==> src/rtl/exec_pkg.sv <==
// Shared constants and encodings for the 8-bit execute/writeback stage.
package exec_pkg;

    localparam int unsigned DATA_W    = 8;
    localparam int unsigned REG_SEL_W = 1;

    typedef enum logic [2:0] {
        OP_ADD = 3'd0,
        OP_SUB = 3'd1,
        OP_AND = 3'd2,
        OP_OR  = 3'd3,
        OP_XOR = 3'd4,
        OP_SHL = 3'd5,
        OP_MUL = 3'd6,
        OP_MOV = 3'd7
    } opcode_e;

    typedef enum logic [2:0] {
        ST_IDLE,
        ST_READ,
        ST_EXEC,
        ST_MUL,
        ST_WB
    } state_e;

endpackage

==> src/rtl/shift_add_mul_8.sv <==
// Iterative shift-add multiplier: one multiplier bit per cycle, LSB first.
// product presents the accumulator value being written this cycle, so it
// holds the full result in the same cycle that done is high.
module shift_add_mul_8 #(
    parameter int unsigned W = 8
) (
    input  logic           clk,
    input  logic           rst_n,
    input  logic           start,
    input  logic [W-1:0]   a,
    input  logic [W-1:0]   b,
    output logic           done,
    output logic [2*W-1:0] product
);

    localparam int unsigned CNT_W = $clog2(W);

    logic [2*W-1:0]   mcand_q, mcand_d;
    logic [2*W-1:0]   acc_q, acc_d;
    logic [W-1:0]     mplier_q, mplier_d;
    logic [CNT_W-1:0] cnt_q, cnt_d;
    logic             run_q, run_d;

    // Load operands on start, then add/shift once per cycle for W cycles
    always_comb begin
        mcand_d  = mcand_q;
        acc_d    = acc_q;
        mplier_d = mplier_q;
        cnt_d    = cnt_q;
        run_d    = run_q;
        done     = 1'b0;
        if (start) begin
            mcand_d  = {{W{1'b0}}, a};
            mplier_d = b;
            acc_d    = '0;
            cnt_d    = '0;
            run_d    = 1'b1;
        end else if (run_q) begin
            if (mplier_q[0]) begin
                acc_d = acc_q + mcand_q;
            end
            mcand_d  = mcand_q << 1;
            mplier_d = mplier_q >> 1;
            cnt_d    = cnt_q + 1'b1;
            if (cnt_q == CNT_W'(W - 1)) begin
                done  = 1'b1;
                run_d = 1'b0;
            end
        end
    end

    // Multiplier state registers
    always_ff @(posedge clk or negedge rst_n) begin
        if (!rst_n) begin
            mcand_q  <= '0;
            acc_q    <= '0;
            mplier_q <= '0;
            cnt_q    <= '0;
            run_q    <= 1'b0;
        end else begin
            mcand_q  <= mcand_d;
            acc_q    <= acc_d;
            mplier_q <= mplier_d;
            cnt_q    <= cnt_d;
            run_q    <= run_d;
        end
    end

    assign product = acc_d;

endmodule

==> src/rtl/execute_stage_8.sv <==
// Multi-cycle execute/writeback controller wrapped around register_file_8.
module execute_stage_8 #(
    parameter int unsigned DATA_W    = exec_pkg::DATA_W,
    parameter int unsigned REG_SEL_W = exec_pkg::REG_SEL_W
) (
    input  logic                 clk,
    input  logic                 rst_n,
    input  logic                 instrValid,
    output logic                 instrReady,
    input  logic [2:0]           opcode,
    input  logic [REG_SEL_W-1:0] rdIn,
    input  logic [REG_SEL_W-1:0] rsIn,
    input  logic [DATA_W-1:0]    inData0,
    input  logic [DATA_W-1:0]    inData1,
    output logic [REG_SEL_W-1:0] rd,
    output logic [REG_SEL_W-1:0] rs,
    output logic                 regWrite,
    output logic [DATA_W-1:0]    writeData,
    output logic                 zeroFlag,
    output logic                 carryFlag,
    output logic                 busy
);

    import exec_pkg::*;

    state_e                 state_q, state_d;
    opcode_e                op_q, op_d;
    logic [REG_SEL_W-1:0]   rd_q, rd_d, rs_q, rs_d;
    logic [DATA_W-1:0]      a_q, a_d, b_q, b_d;
    logic [DATA_W-1:0]      wdata_q, wdata_d;
    logic                   carry_hold_q, carry_hold_d;
    logic                   zero_q, zero_d, carry_q, carry_d;
    logic [DATA_W:0]        add_ext;
    logic                   mul_start, mul_done;
    logic [2*DATA_W-1:0]    mul_product;

    shift_add_mul_8 #(.W(DATA_W)) u_mul (
        .clk     (clk),
        .rst_n   (rst_n),
        .start   (mul_start),
        .a       (inData0),
        .b       (inData1),
        .done    (mul_done),
        .product (mul_product)
    );

    // Next-state, result datapath and flag update
    // wdata_q doubles as the result holding register, so writeData stays put
    // between writebacks without a separate output register.
    always_comb begin
        state_d      = state_q;
        op_d         = op_q;
        rd_d         = rd_q;
        rs_d         = rs_q;
        a_d          = a_q;
        b_d          = b_q;
        wdata_d      = wdata_q;
        carry_hold_d = carry_hold_q;
        zero_d       = zero_q;
        carry_d      = carry_q;
        mul_start    = 1'b0;
        add_ext      = {1'b0, a_q} + {1'b0, b_q};

        case (state_q)
            ST_IDLE: begin
                if (instrValid) begin
                    op_d    = opcode_e'(opcode);
                    rd_d    = rdIn;
                    rs_d    = rsIn;
                    state_d = ST_READ;
                end
            end
            ST_READ: begin
                a_d = inData0;
                b_d = inData1;
                if (op_q == OP_MUL) begin
                    mul_start = 1'b1;
                    state_d   = ST_MUL;
                end else begin
                    state_d = ST_EXEC;
                end
            end
            ST_EXEC: begin
                case (op_q)
                    OP_ADD: begin
                        wdata_d      = add_ext[DATA_W-1:0];
                        carry_hold_d = add_ext[DATA_W];
                    end
                    OP_SUB: begin
                        wdata_d      = a_q - b_q;
                        carry_hold_d = (a_q < b_q);
                    end
                    OP_AND: begin
                        wdata_d      = a_q & b_q;
                        carry_hold_d = 1'b0;
                    end
                    OP_OR: begin
                        wdata_d      = a_q | b_q;
                        carry_hold_d = 1'b0;
                    end
                    OP_XOR: begin
                        wdata_d      = a_q ^ b_q;
                        carry_hold_d = 1'b0;
                    end
                    OP_SHL: begin
                        wdata_d      = {a_q[DATA_W-2:0], 1'b0};
                        carry_hold_d = a_q[DATA_W-1];
                    end
                    default: begin
                        wdata_d      = b_q;
                        carry_hold_d = carry_q;
                    end
                endcase
                state_d = ST_WB;
            end
            ST_MUL: begin
                if (mul_done) begin
                    wdata_d      = mul_product[DATA_W-1:0];
                    carry_hold_d = |mul_product[2*DATA_W-1:DATA_W];
                    state_d      = ST_WB;
                end
            end
            ST_WB: begin
                if (op_q != OP_MOV) begin
                    zero_d  = (wdata_q == '0);
                    carry_d = carry_hold_q;
                end
                state_d = ST_IDLE;
            end
            default: state_d = ST_IDLE;
        endcase
    end

    // State and datapath registers
    always_ff @(posedge clk or negedge rst_n) begin
        if (!rst_n) begin
            state_q      <= ST_IDLE;
            op_q         <= OP_ADD;
            rd_q         <= '0;
            rs_q         <= '0;
            a_q          <= '0;
            b_q          <= '0;
            wdata_q      <= '0;
            carry_hold_q <= 1'b0;
            zero_q       <= 1'b0;
            carry_q      <= 1'b0;
        end else begin
            state_q      <= state_d;
            op_q         <= op_d;
            rd_q         <= rd_d;
            rs_q         <= rs_d;
            a_q          <= a_d;
            b_q          <= b_d;
            wdata_q      <= wdata_d;
            carry_hold_q <= carry_hold_d;
            zero_q       <= zero_d;
            carry_q      <= carry_d;
        end
    end

    assign instrReady = (state_q == ST_IDLE);
    assign busy       = (state_q != ST_IDLE);
    assign regWrite   = (state_q == ST_WB);
    assign writeData  = wdata_q;
    assign rd         = rd_q;
    assign rs         = rs_q;
    assign zeroFlag   = zero_q;
    assign carryFlag  = carry_q;

endmodule

==> config.mk <==
export PLATFORM = sky130hd
export DESIGN_NAME = execute_stage_8
export DESIGN_NICKNAME = d
export VERILOG_FILES = /design/src/rtl/exec_pkg.sv /design/src/rtl/shift_add_mul_8.sv /design/src/rtl/execute_stage_8.sv
export SDC_FILE = /design/constraint.sdc
export NUM_CORES = 1
export LEC_CHECK = 0
export BUFFER_PORTS_ARGS = -buffer_cell sky130_fd_sc_hd__buf_2
export CORE_MARGIN = 1
export CORE_UTILIZATION = 35
export CTS_CLUSTER_SIZE = 28
export DETAILED_ROUTE_END_ITERATION = 8
export GPL_TIMING_DRIVEN = 0
export PLACE_DENSITY = 0.48
export RECOVER_POWER = 100
export SETUP_SLACK_MARGIN = 0.3
export SLEW_MARGIN = 25
export SYNTH_ARGS = -nofsm -noshare
export SYNTH_HDL_FRONTEND = slang
export SYNTH_SLANG_ARGS = --single-unit
export TNS_END_PERCENT = 100
==> constraint.sdc <==
create_clock -name clk -period 2.91 [get_ports clk]
set_input_delay 0.582 -clock clk [delete_from_list [all_inputs] [get_ports clk]]
set_output_delay 0.582 -clock clk [all_outputs]
set_load 0.01 [all_outputs]
Word-level counts from Yosys, hierarchy flattened
Cells that the tools add are included.

word-level totals
  register bits = 79
  output and inout bits = 15

operators by class
  add/sub/neg operators = 4
  order comparisons = 1
  eq/ne operators = 14
  muxes and demuxes = 27
  bitwise gates (word level) = 3
  reductions and logical operators = 12

operators by type and width
  kind                number
  $mux 16             5
  $pmux 8 s6          1
  $mux 8              3
  $add 16x16->16      1
  $pmux 8 s2          1
  $eq 3x3->1 const B  5
  $eq 3x2->1 const B  4
  $mux 3              4
  $pmux 3 s4          1
  $mux 1              10
  $add 8x8->9         1
  $and 8x8->8         1
  $logic_not 8->1     1
  $lt 8x8->1          1
  $or 8x8->8          1
  $reduce_and 2->1    4
  $reduce_or 8->1     1
  $sub 8x8->8         1
  $xor 8x8->8         1
  $eq 3x1->1 const B  2
  $logic_not 3->1     2
  $ne 2x2->1 const B  2
  $pmux 1 s4          1
  $reduce_bool 2->1   2
  5 further kinds     5

Longest topological paths before layout
Gate-level depths: netlist (run 1).

  word-level depth = 7
  gate-level depth with buffers = 12
  depth with buffers taken out = 12

Hierarchy
From an unflattened synthesis (run 1), not the netlist that was laid out.

unflattened totals
  cells, all modules = 606
  area total of the unflattened synthesis = 5401.4 µm²

by module, submodules not included
  module           instances  cells each  area an instance (µm²)  seq. area each (µm²)
  execute_stage_8  1          334         2815.2                  875.8
  shift_add_mul_8  1          272         2586.2                  1101.1

Worst setup path after synthesis (run 1)
Ideal clock, no wire load.

  kind = register -> register
  from = register u_mul.mcand_q[0]
  to = register carry_hold_q
  setup time = 0.123 ns
  arrival time = 2.487 ns
  required time = 2.787 ns
  setup slack = 0.300 ns
  cell stages (with the launch flop) = 13
  buffers on the path = 0
  cells stage by stage = dfrtp_1 ha_1 inv_1 fa_1 nor2b_1 o2111ai_1 a21o_1 nand3_1 or3b_4 nor4_2 nand4b_1 nor4_2 o21ai_1

on the way
  longest elaborated chain between the ends = 7

ends and longest elaborated chain
  element                 RTL line                text
  start, declared         shift_add_mul_8.sv:18   logic [2*W-1:0] mcand_q, mcand_d;
  start signal, assigned  shift_add_mul_8.sv:61   mcand_q <= mcand_d;
  $add 16x16->16          shift_add_mul_8.sv:40   acc_d = acc_q + mcand_q;
  $mux 16                 shift_add_mul_8.sv:39   if (mplier_q[0]) begin
  $mux 16                 shift_add_mul_8.sv:38   end else if (run_q) begin
  $mux 16                 shift_add_mul_8.sv:32   if (start) begin
  via mul_product[10]     execute_stage_8.sv:35   logic [2*DATA_W-1:0] mul_product;
  $reduce_or 8->1         execute_stage_8.sv:119  carry_hold_d = |mul_product[2*DATA_W-1:DATA_W];
  $mux 1                  execute_stage_8.sv:117  if (mul_done) begin
  $pmux 1 s2              execute_stage_8.sv:64   case (state_q)
  end signal, assigned    execute_stage_8.sv:155  carry_hold_q <= carry_hold_d;
  end, declared           execute_stage_8.sv:31   logic carry_hold_q, carry_hold_d;

The timed path passes the listed nets, and every way through them passes these cells. The select of a mux whose other input is x is not followed.
A chain may end at the register's enable or synchronous reset.

Final worst setup path (run 1)
  from = register u_mul.mcand_q[1]
  to = register carry_hold_q

The elaborated chain is that of the path after synthesis.

==> key figures, run 1 <==
Outcome
  • Status: complete, but fails checks
  • Failing checks: design-rule violations, max-capacitance violations, max-slew violations

Floorplanning
  • Area of the core: 0.0146 mm2
  • Die Wd: 125 um
  • Die ar.: 0.0156 mm2
  • Die Height: 125 um
  • Starting Density: 36.0%
  • Io pins: 39
  • Row cnt: 44

Clocking
  • Clock Pin Slew Worst Setup and Hold Paths: 0.06 ns
  • Clock buffer depth: 2
  • Clk sinks: 79
  • Clock root cell: clkbuf_16
  • TritonCTS Buffers: 9
  • CTS tree: built
  • Skew-Pair Late Insertion Delay: 0.35 ns
  • # H-tree levels: 3

Worst setup path
  • FF-to-FF setup slack: 0.09 ns
  • CP endpoint kind: flop
  • Reg-to-reg critical path endpoint: carry_hold_q
  • Setup CP Type: flop to flop
  • Critical-path cell list: ha_1, a21o_1, a2111oi_4, buf_4, a21oi_2, a311oi_2, nor2_1, mux2i_1, nand2_1, nor4_4, o21ai_1
  • Reg2Reg Launch Point: u_mul.mcand_q[1]
  • Critical Path Start Type: flop
  • Largest fanout on the critical path: 4
  • WP data arrival: 3.05 ns
  • Worst path required time: 3.14 ns
  • R2R depth: 11
  • Slowest-stage cell, CP: dfrtp_2
  • CP max stage delay: 0.44 ns

Logic synthesis
  • Synth async-reset ratio: 100%
  • Synth cell types: 61
  • Post-synth EDFFs: 0
  • Ranking of synthesized cells by area: dfrtp_1 37%, ha_1 9.7%, nand2_1 6.7%
  • Syn Area/Cell: 8.66 um2
  • Cell taking the most area after synthesis: dfrtp_1
  • Post-synthesis sequential area ratio: 37.5%
  • Syn Inst Count: 609
  • #FFs+latches synth: 79
  • Mapped Area: 0.00527 mm2
  • Synth top area share: 37.5%
  • Commonest cells post-synth: 94 x nand2_1, 79 x dfrtp_1, 45 x nor2_1
  • Synthesized Nets: 677
  • YS warnings: 0
  • Most common cell in the netlist: nand2_1
  • Synth Flop Type: dfrtp_1

Timing
  • Hold Slack: 0.435 ns
  • RSZ-0062 raised after global routing: true
  • Fin crit share: 96.9%
  • Final setup margin: 0.0903 ns
  • Slew @ Worst Pin: 1.64 ns
  • Final Hold Viols: 0
  • Final period demand of the worst path: 2.82 ns
  • Fmax: 0.355 GHz
  • Setup Skew: 0.00870 ns
  • Final setup fails: 0
  • Relative slew margins: -9.39%
  • Fin. max-slew vios: 30

Route
  • Final WL: 15.9 mm
  • ANT nets after route: 0
  • Via-to-Cell Ratio: 5.47
  • Initial DRC count: 250
  • DRC: 13
  • Wire per inst: 18.5 um
  • Detailed Routing Iterations Pass 1: 7
  • Via count: 4712

Power
  • Pwr Density: 1300 mW/mm2
  • Post-layout power: 8.14 mW
  • Sw frac: 47.3%
  • Total internal power: 4.28 mW
  • Clock network power share: 14.4%
  • Maximum VDD drop: 0.487 mV
  • Seq pwr share: 25.6%
  • Combinational share of power: 60.0%
  • Net switching power: 3.85 mW
  • Leakage power: 2.72 nW

Min path
  • Worst Hold End: op_q[1]
  • HP Class: primary input to flop
  • Hold Crit Depth: 3
  • Min-delay src: opcode[1]

Cells and area
  • Nets: 740
  • Multi-input logic area: 0.00322 mm2
  • FILL cells: 1501
  • Fin area: 0.00626 mm2
  • Synth-to-layout area growth: 18.6%
  • Layout cell share with drive strength beyond 1: 16.0%
  • Register Area: 0.00198 mm2
  • ANT cells: 0

Place
  • Detailed placement HPWL: 12.0 mm
  • Placement Setup Slack: -0.234 ns
  • Placer Congestion: 0.883
  • DP Area: 0.00573 mm2
  • I/O Buffers: 38

GRT
  • Largest net degree at the start of global routing: 52
  • GRT overflow: 0
  • First-pass GRT wire length: 25.8 mm
  • Total GRT Usage: 21.3%
  • Vias in the first global route: 4742
  • Initial antenna violation count: 0

Job
  • Max_cap viols: 1
## cells in the final DEF, fill, tap and decap left out, types with 4 or more instances in the layout
cell type,synthesis,routed
clkbuf_16,0,9
o21ai_1,28,27
and2_1,6,4
a21o_1,10,10
nand2_1,94,93
xnor2_1,7,7
nor2_1,45,44
or3_1,8,8
buf_2,3,28
and3_1,4,4
a22oi_1,7,7
o21ai_0,37,37
o21bai_1,7,6
buf_4,0,13
a21oi_2,2,9
nor3_1,16,14
mux2_2,4,4
clkbuf_2,0,4
a21oi_1,37,30
a31oi_1,5,4
o22ai_1,5,5
nand3_1,15,14
clkbuf_1,17,31
mux2i_1,29,29
ha_1,41,36
dfrtp_1,79,76
nor2b_1,5,4
inv_1,28,27
## state kept, by name, summed over array words and instances, names as in the netlist, 3 cells and up
name            count
a_q                 8
b_q                 8
op_q                3
state_q             3
u_mul.acc_q        16
u_mul.cnt_q         3
u_mul.mcand_q      16
u_mul.mplier_q      8
writeData           8
## layout make-up
type | count | share of cell area, %
tap | 184 | 3.68
clock inverter | 5 | 0.900
buffer | 29 | 2.00
multi-input combinational | 471 | 51.5
clock buffer | 11 | 4.04
inverter | 30 | 1.80
timing repair buffer | 52 | 4.46
sequential | 79 | 31.7
## power groups by stage
stage | logic, mW | clock network (mW) | registers [mW]
finish | 4.88 | 1.17 | 2.08
global route | 5.41 | 1.25 | 2.16
CTS | 4.69 | 1.21 | 2.06
detailed placement | 4.51 | 0 | 2.07
global placement | 4.44 | 0 | 2.05
floorplan | 3.30 | 0 | 1.97
## timing repair
| item | CTS | global route |
|---|---|---|
| hold buffers | 0 | 0 |
| resized for setup | 16 | 24 |
| setup endpoints to repair | 35 | 37 |
| pin swaps | 11 | 13 |
| setup buffers | 9 | 4 |
| endpoints found under the hold margin | 0 | 0 |
## critical path, delay by kind of cell, from the launching register on
| family | cells | cell delay [ns] |
|---|---|---|
| fa+ha+maj | 1 | 0.28 |
| mux | 1 | 0.18 |
| simple gates | 3 | 0.54 |
| buf+inv | 1 | 0.18 |
| compound gates | 5 | 1.09 |
| flops | 1 | 0.44 |
## metal layers
metal,vias up,share of wire (%),global-route usage (%)
li1,2296,-,-
met2,125,44,32.3
met5,-,0,0
met4,0,0.95,5.30
met1,2280,51,31.3
met3,11,4.5,3.65
## cell families (layout without fill, tap and decap cells)
family,Yosys count,count (layout),synth area share (%)
muxes,33,33,6.36
AOI/OAI and AO/OA,170,170,20.2
and+or+nand+nor,215,215,19.1
adders and majority gates,44,44,10.9
xor gates and xnor gates,9,9,1.49
buffers and inverters,59,127,4.41
DFF,79,79,37.5
## stage by stage
stage | instances | TNS [ns] | utilization, %
after floorplan | 609 | 0 | -
after global placement | 831 | -0.363 | 38.9
after detailed placement | 832 | -0.486 | 39.1
after CTS | 857 | 0 | 42.2
after global routing | 861 | -0.0249 | 42.7
final | 861 | 0 | 42.7
## how the worst max path moves through the flow
stage	start	to	slack, ns	depth (start not counted)
after floorplan	u_mul.mcand_q[0]	carry_hold_q	0.33	12
after global placement	u_mul.mcand_q[0]	carry_hold_q	-0.24	12
after detailed placement	u_mul.mcand_q[0]	carry_hold_q	-0.23	12
after CTS	u_mul.mcand_q[0]	carry_hold_q	0.01	12
after global routing	u_mul.mcand_q[4]	carry_hold_q	-0.02	11
final	u_mul.mcand_q[1]	carry_hold_q	0.09	11
Note: power is estimated with default switching activity, not from simulation.
==> run 2, diff against run 1 <==
--- a/config.mk
+++ b/config.mk
@@ -6,12 +6,14 @@
 export NUM_CORES = 1
 export LEC_CHECK = 0
 export BUFFER_PORTS_ARGS = -buffer_cell sky130_fd_sc_hd__buf_2
+export CELL_PAD_IN_SITES_DETAIL_PLACEMENT = 1
+export CELL_PAD_IN_SITES_GLOBAL_PLACEMENT = 1
 export CORE_MARGIN = 1
 export CORE_UTILIZATION = 35
 export CTS_CLUSTER_SIZE = 28
 export DETAILED_ROUTE_END_ITERATION = 8
 export GPL_TIMING_DRIVEN = 0
-export PLACE_DENSITY = 0.48
+export PLACE_DENSITY = 0.6
 export RECOVER_POWER = 100
 export SETUP_SLACK_MARGIN = 0.3
 export SLEW_MARGIN = 25
==> run 2 against run 1 <==
- the run ends with design-rule violations left
- sequential share of layout area fell by 0.88 points
- combinational power is 7.4% higher
- total power grew 6.3%
- die area is the same
- critical path depth unchanged
==> key figures, run 2 (synthesized netlist as in run 1, its figures left out) <==
Outcome
  • Status: complete, but fails checks
  • Failing checks: design-rule violations

Worst setup path
  • Critical-path cell list: ha_1, a21o_1, a2111oi_4, buf_4, a21oi_2, a311oi_2, nor2_1, mux2i_1, nand2_1, nor4_4, o21ai_1
  • CP max stage delay: 0.43 ns (about the same)
  • Setup crit end: carry_hold_q
  • R2R depth: 11 (unchanged)
  • Reg-to-reg critical path endpoint: carry_hold_q
  • CP startpoint: u_mul.mcand_q[1]
  • Setup CP Type: flop to flop
  • WP data arrival: 3.05 ns (about the same)
  • Stages on the worst setup path: 11 (unchanged)
  • Worst path required time: 3.14 ns (about the same)
  • Slowest-stage cell, CP: dfrtp_1
  • FF-to-FF setup slack: 0.09 ns (about the same)
  • Critical Path Start Type: flop
  • CP endpoint kind: flop
  • CP bufs+invs: 1 (unchanged)
  • Reg2Reg Launch Point: u_mul.mcand_q[1]
  • Largest fanout on the critical path: 3 (-1)
  • Largest delay share family, worst path: compound AO/OA/AOI/OAI gates

Route
  • Via-to-Cell Ratio: 5.63 (+2.8%)
  • Final WL: 17.5 mm (+10%)
  • Wire per inst: 20.1 um (+9.2%)
  • DRC: 7 (-6)
  • Via count: 4896 (+3.9%)
  • Initial DRC count: 236 (-5.6%)
  • ANT nets after route: 0 (unchanged)
  • Detailed Routing Iterations Pass 1: 7 (unchanged)

Cells and area
  • Layout cell share with drive strength beyond 1: 17.5% (+1.5 points)
  • Most frequent cells in the layout: 93 x nand2_1, 78 x dfrtp_1, 43 x nor2_1
  • Biggest regs: u_mul.acc_q (16), u_mul.mcand_q (16)
  • Commonest non-fill, non-tap cell in the layout: nand2_1
  • Synth-to-layout area growth: 21.9%
  • FILL cells: 1754 (+17%)
  • Non-Filler Instances: 870 (+1.0%)
  • ANT cells: 0 (unchanged)
  • Nets: 749 (+1.2%)
  • Fin area: 0.00643 mm2 (+2.7%)

Timing
  • Setup Skew: 0.00720 ns (-0.00149 ns)
  • Relative slew margins: 22.6% (+32 points)
  • Fin. max-slew vios: 0 (-100%)
  • Final setup margin: 0.0867 ns (-0.00363 ns)
  • Slew @ Worst Pin: 1.16 ns (-0.479 ns)
  • Final Hold Viols: 0 (unchanged)
  • Fmax: 0.354 GHz (-0.13%)
  • Final period demand of the worst path: 2.82 ns (+0.00363 ns)
  • RSZ-0062 raised after global routing: true
  • Fin crit share: 97.0% (+0.12 points)
  • Final setup fails: 0 (unchanged)

Job
  • Max_cap viols: 0 (-1)

Clocking
  • TritonCTS Buffers: 9 (unchanged)
  • CTS Hold Buffers Added: 0 (unchanged)
  • Clock buffer depth: 2 (unchanged)
  • # H-tree levels: 3 (unchanged)
  • CTS tree: built
  • Clk sinks: 79 (unchanged)
  • Skew-Pair Late Insertion Delay: 0.35 ns (about the same)
  • Clock root cell: clkbuf_16
  • Clock Pin Slew Worst Setup and Hold Paths: 0.06 ns (about the same)

Floorplanning
  • Io pins: 39 (unchanged)
  • Area of the core: 0.0146 mm2 (unchanged)
  • Row cnt: 44 (unchanged)
  • Starting Density: 36.0% (unchanged)
  • Die Height: 125 um (unchanged)
  • Die ar.: 0.0156 mm2 (unchanged)
  • Die Wd: 125 um (unchanged)

GRT
  • Met1 usage: 32.7% (+1.4 points)
  • Met3 Use GR: 3.57% (-0.086 points)
  • First-pass GRT wire length: 28.1 mm (+8.9%)
  • Busiest grt layer: met2
  • Vias in the first global route: 5093 (+7.4%)
  • Largest net degree at the start of global routing: 45 (-13%)
  • Grt met2 use: 37.7% (+5.4 points)
  • Initial antenna violation count: 0 (unchanged)
  • GRT overflow: 0 (unchanged)
  • Total GRT Usage: 23.4% (+2.0 points)

Power
  • Maximum VDD drop: 0.430 mV (-12%)
  • Post-layout power: 8.65 mW (+6.3%)
  • Net switching power: 4.08 mW (+5.9%)
  • Pwr Density: 1350 mW/mm2 (+3.5%)
  • Combinational share of power: 60.6% (+0.6 points)
  • Leakage power: 2.79 nW (+2.6%)
  • Seq pwr share: 24.1% (-1.5 points)
  • Total internal power: 4.57 mW (+6.7%)
  • Clock network power share: 15.3% (+0.9 points)
  • Sw frac: 47.2% (-0.19 points)

Place
  • Placement Setup Slack: -0.301 ns (-0.0671 ns)
  • DP Area: 0.00572 mm2 (-0.13%)
  • Placer Congestion: 0.875 (-0.90%)
  • I/O Buffers: 38 (unchanged)
  • Detailed placement HPWL: 13.1 mm (+9.5%)
  • Placed Cells incl. Taps: 832 (unchanged)

Min path
  • HP Class: primary input to flop
## run 2: worst min-delay path by stage
stage / from / endpoint / slack (ns) / cells past startpoint
after detailed placement: state_q[2] / state_q[0] / 0.49 / 1
after global routing: opcode[2] / op_q[2] / 0.46 / 3
final: opcode[2] / op_q[2] / 0.45 / 3
after global placement: zeroFlag / zeroFlag / 0.46 / 2
after CTS: rst_n / a_q[6] / 0.27 / 1
after floorplan: rst_n / a_q[0] / 0.29 / 0
## run 2: power by group through the flow
| stage | logic [mW] | registers, mW | clock network [mW] |
|---|---|---|---|
| floorplan | 3.30 | 1.97 | 0 |
| global placement | 4.46 | 2.06 | 0 |
| detailed placement | 4.61 | 2.09 | 0 |
| CTS | 4.85 | 2.08 | 1.35 |
| global route | 5.81 | 2.15 | 1.38 |
| finish | 5.24 | 2.09 | 1.32 |
## run 2: final cells by class
class,instances,area [um2],share of cell area (%)
Inverter,30,113,1.75
Buffer,29,125,1.95
Clock inverter,6,108,1.67
Tap cell,184,230,3.58
Clock buffer,10,239,3.72
Timing Repair Buffer,61,339,5.27
Multi-Input combinational cell,471,3300,51.3
Sequential cell,79,1980,30.8
## run 2: repair_timing
item / 4_1_cts / 5_1_grt
setup endpoints to repair: 35 / 32
setup buffers: 15 / 7
pin swaps: 15 / 15
gates resized for setup: 20 / 37
## run 2: per-layer routing
layer	share of wire (%)	vias to the layer above
met5	0	-
li1	-	2307
met3	3.6	14
met4	1.1	0
met2	46	99
met1	49	2476
## run 2: stage by stage
step | hold WS (ns) | setup TNS [ns] | utilization, %
floorplan | 0.286 | 0 | -
global placement | 0.463 | -0.801 | 38.9
detailed placement | 0.492 | -0.814 | 39.1
CTS | 0.273 | -0.0496 | 42.9
global route | 0.462 | 0 | 43.9
finish | 0.449 | 0 | 43.9
## run 2: tightest hold or removal path, cell delays in order
cell and delay, ns:
buf_2 0.08, nand2_1 0.04, o21ai_0 0.06
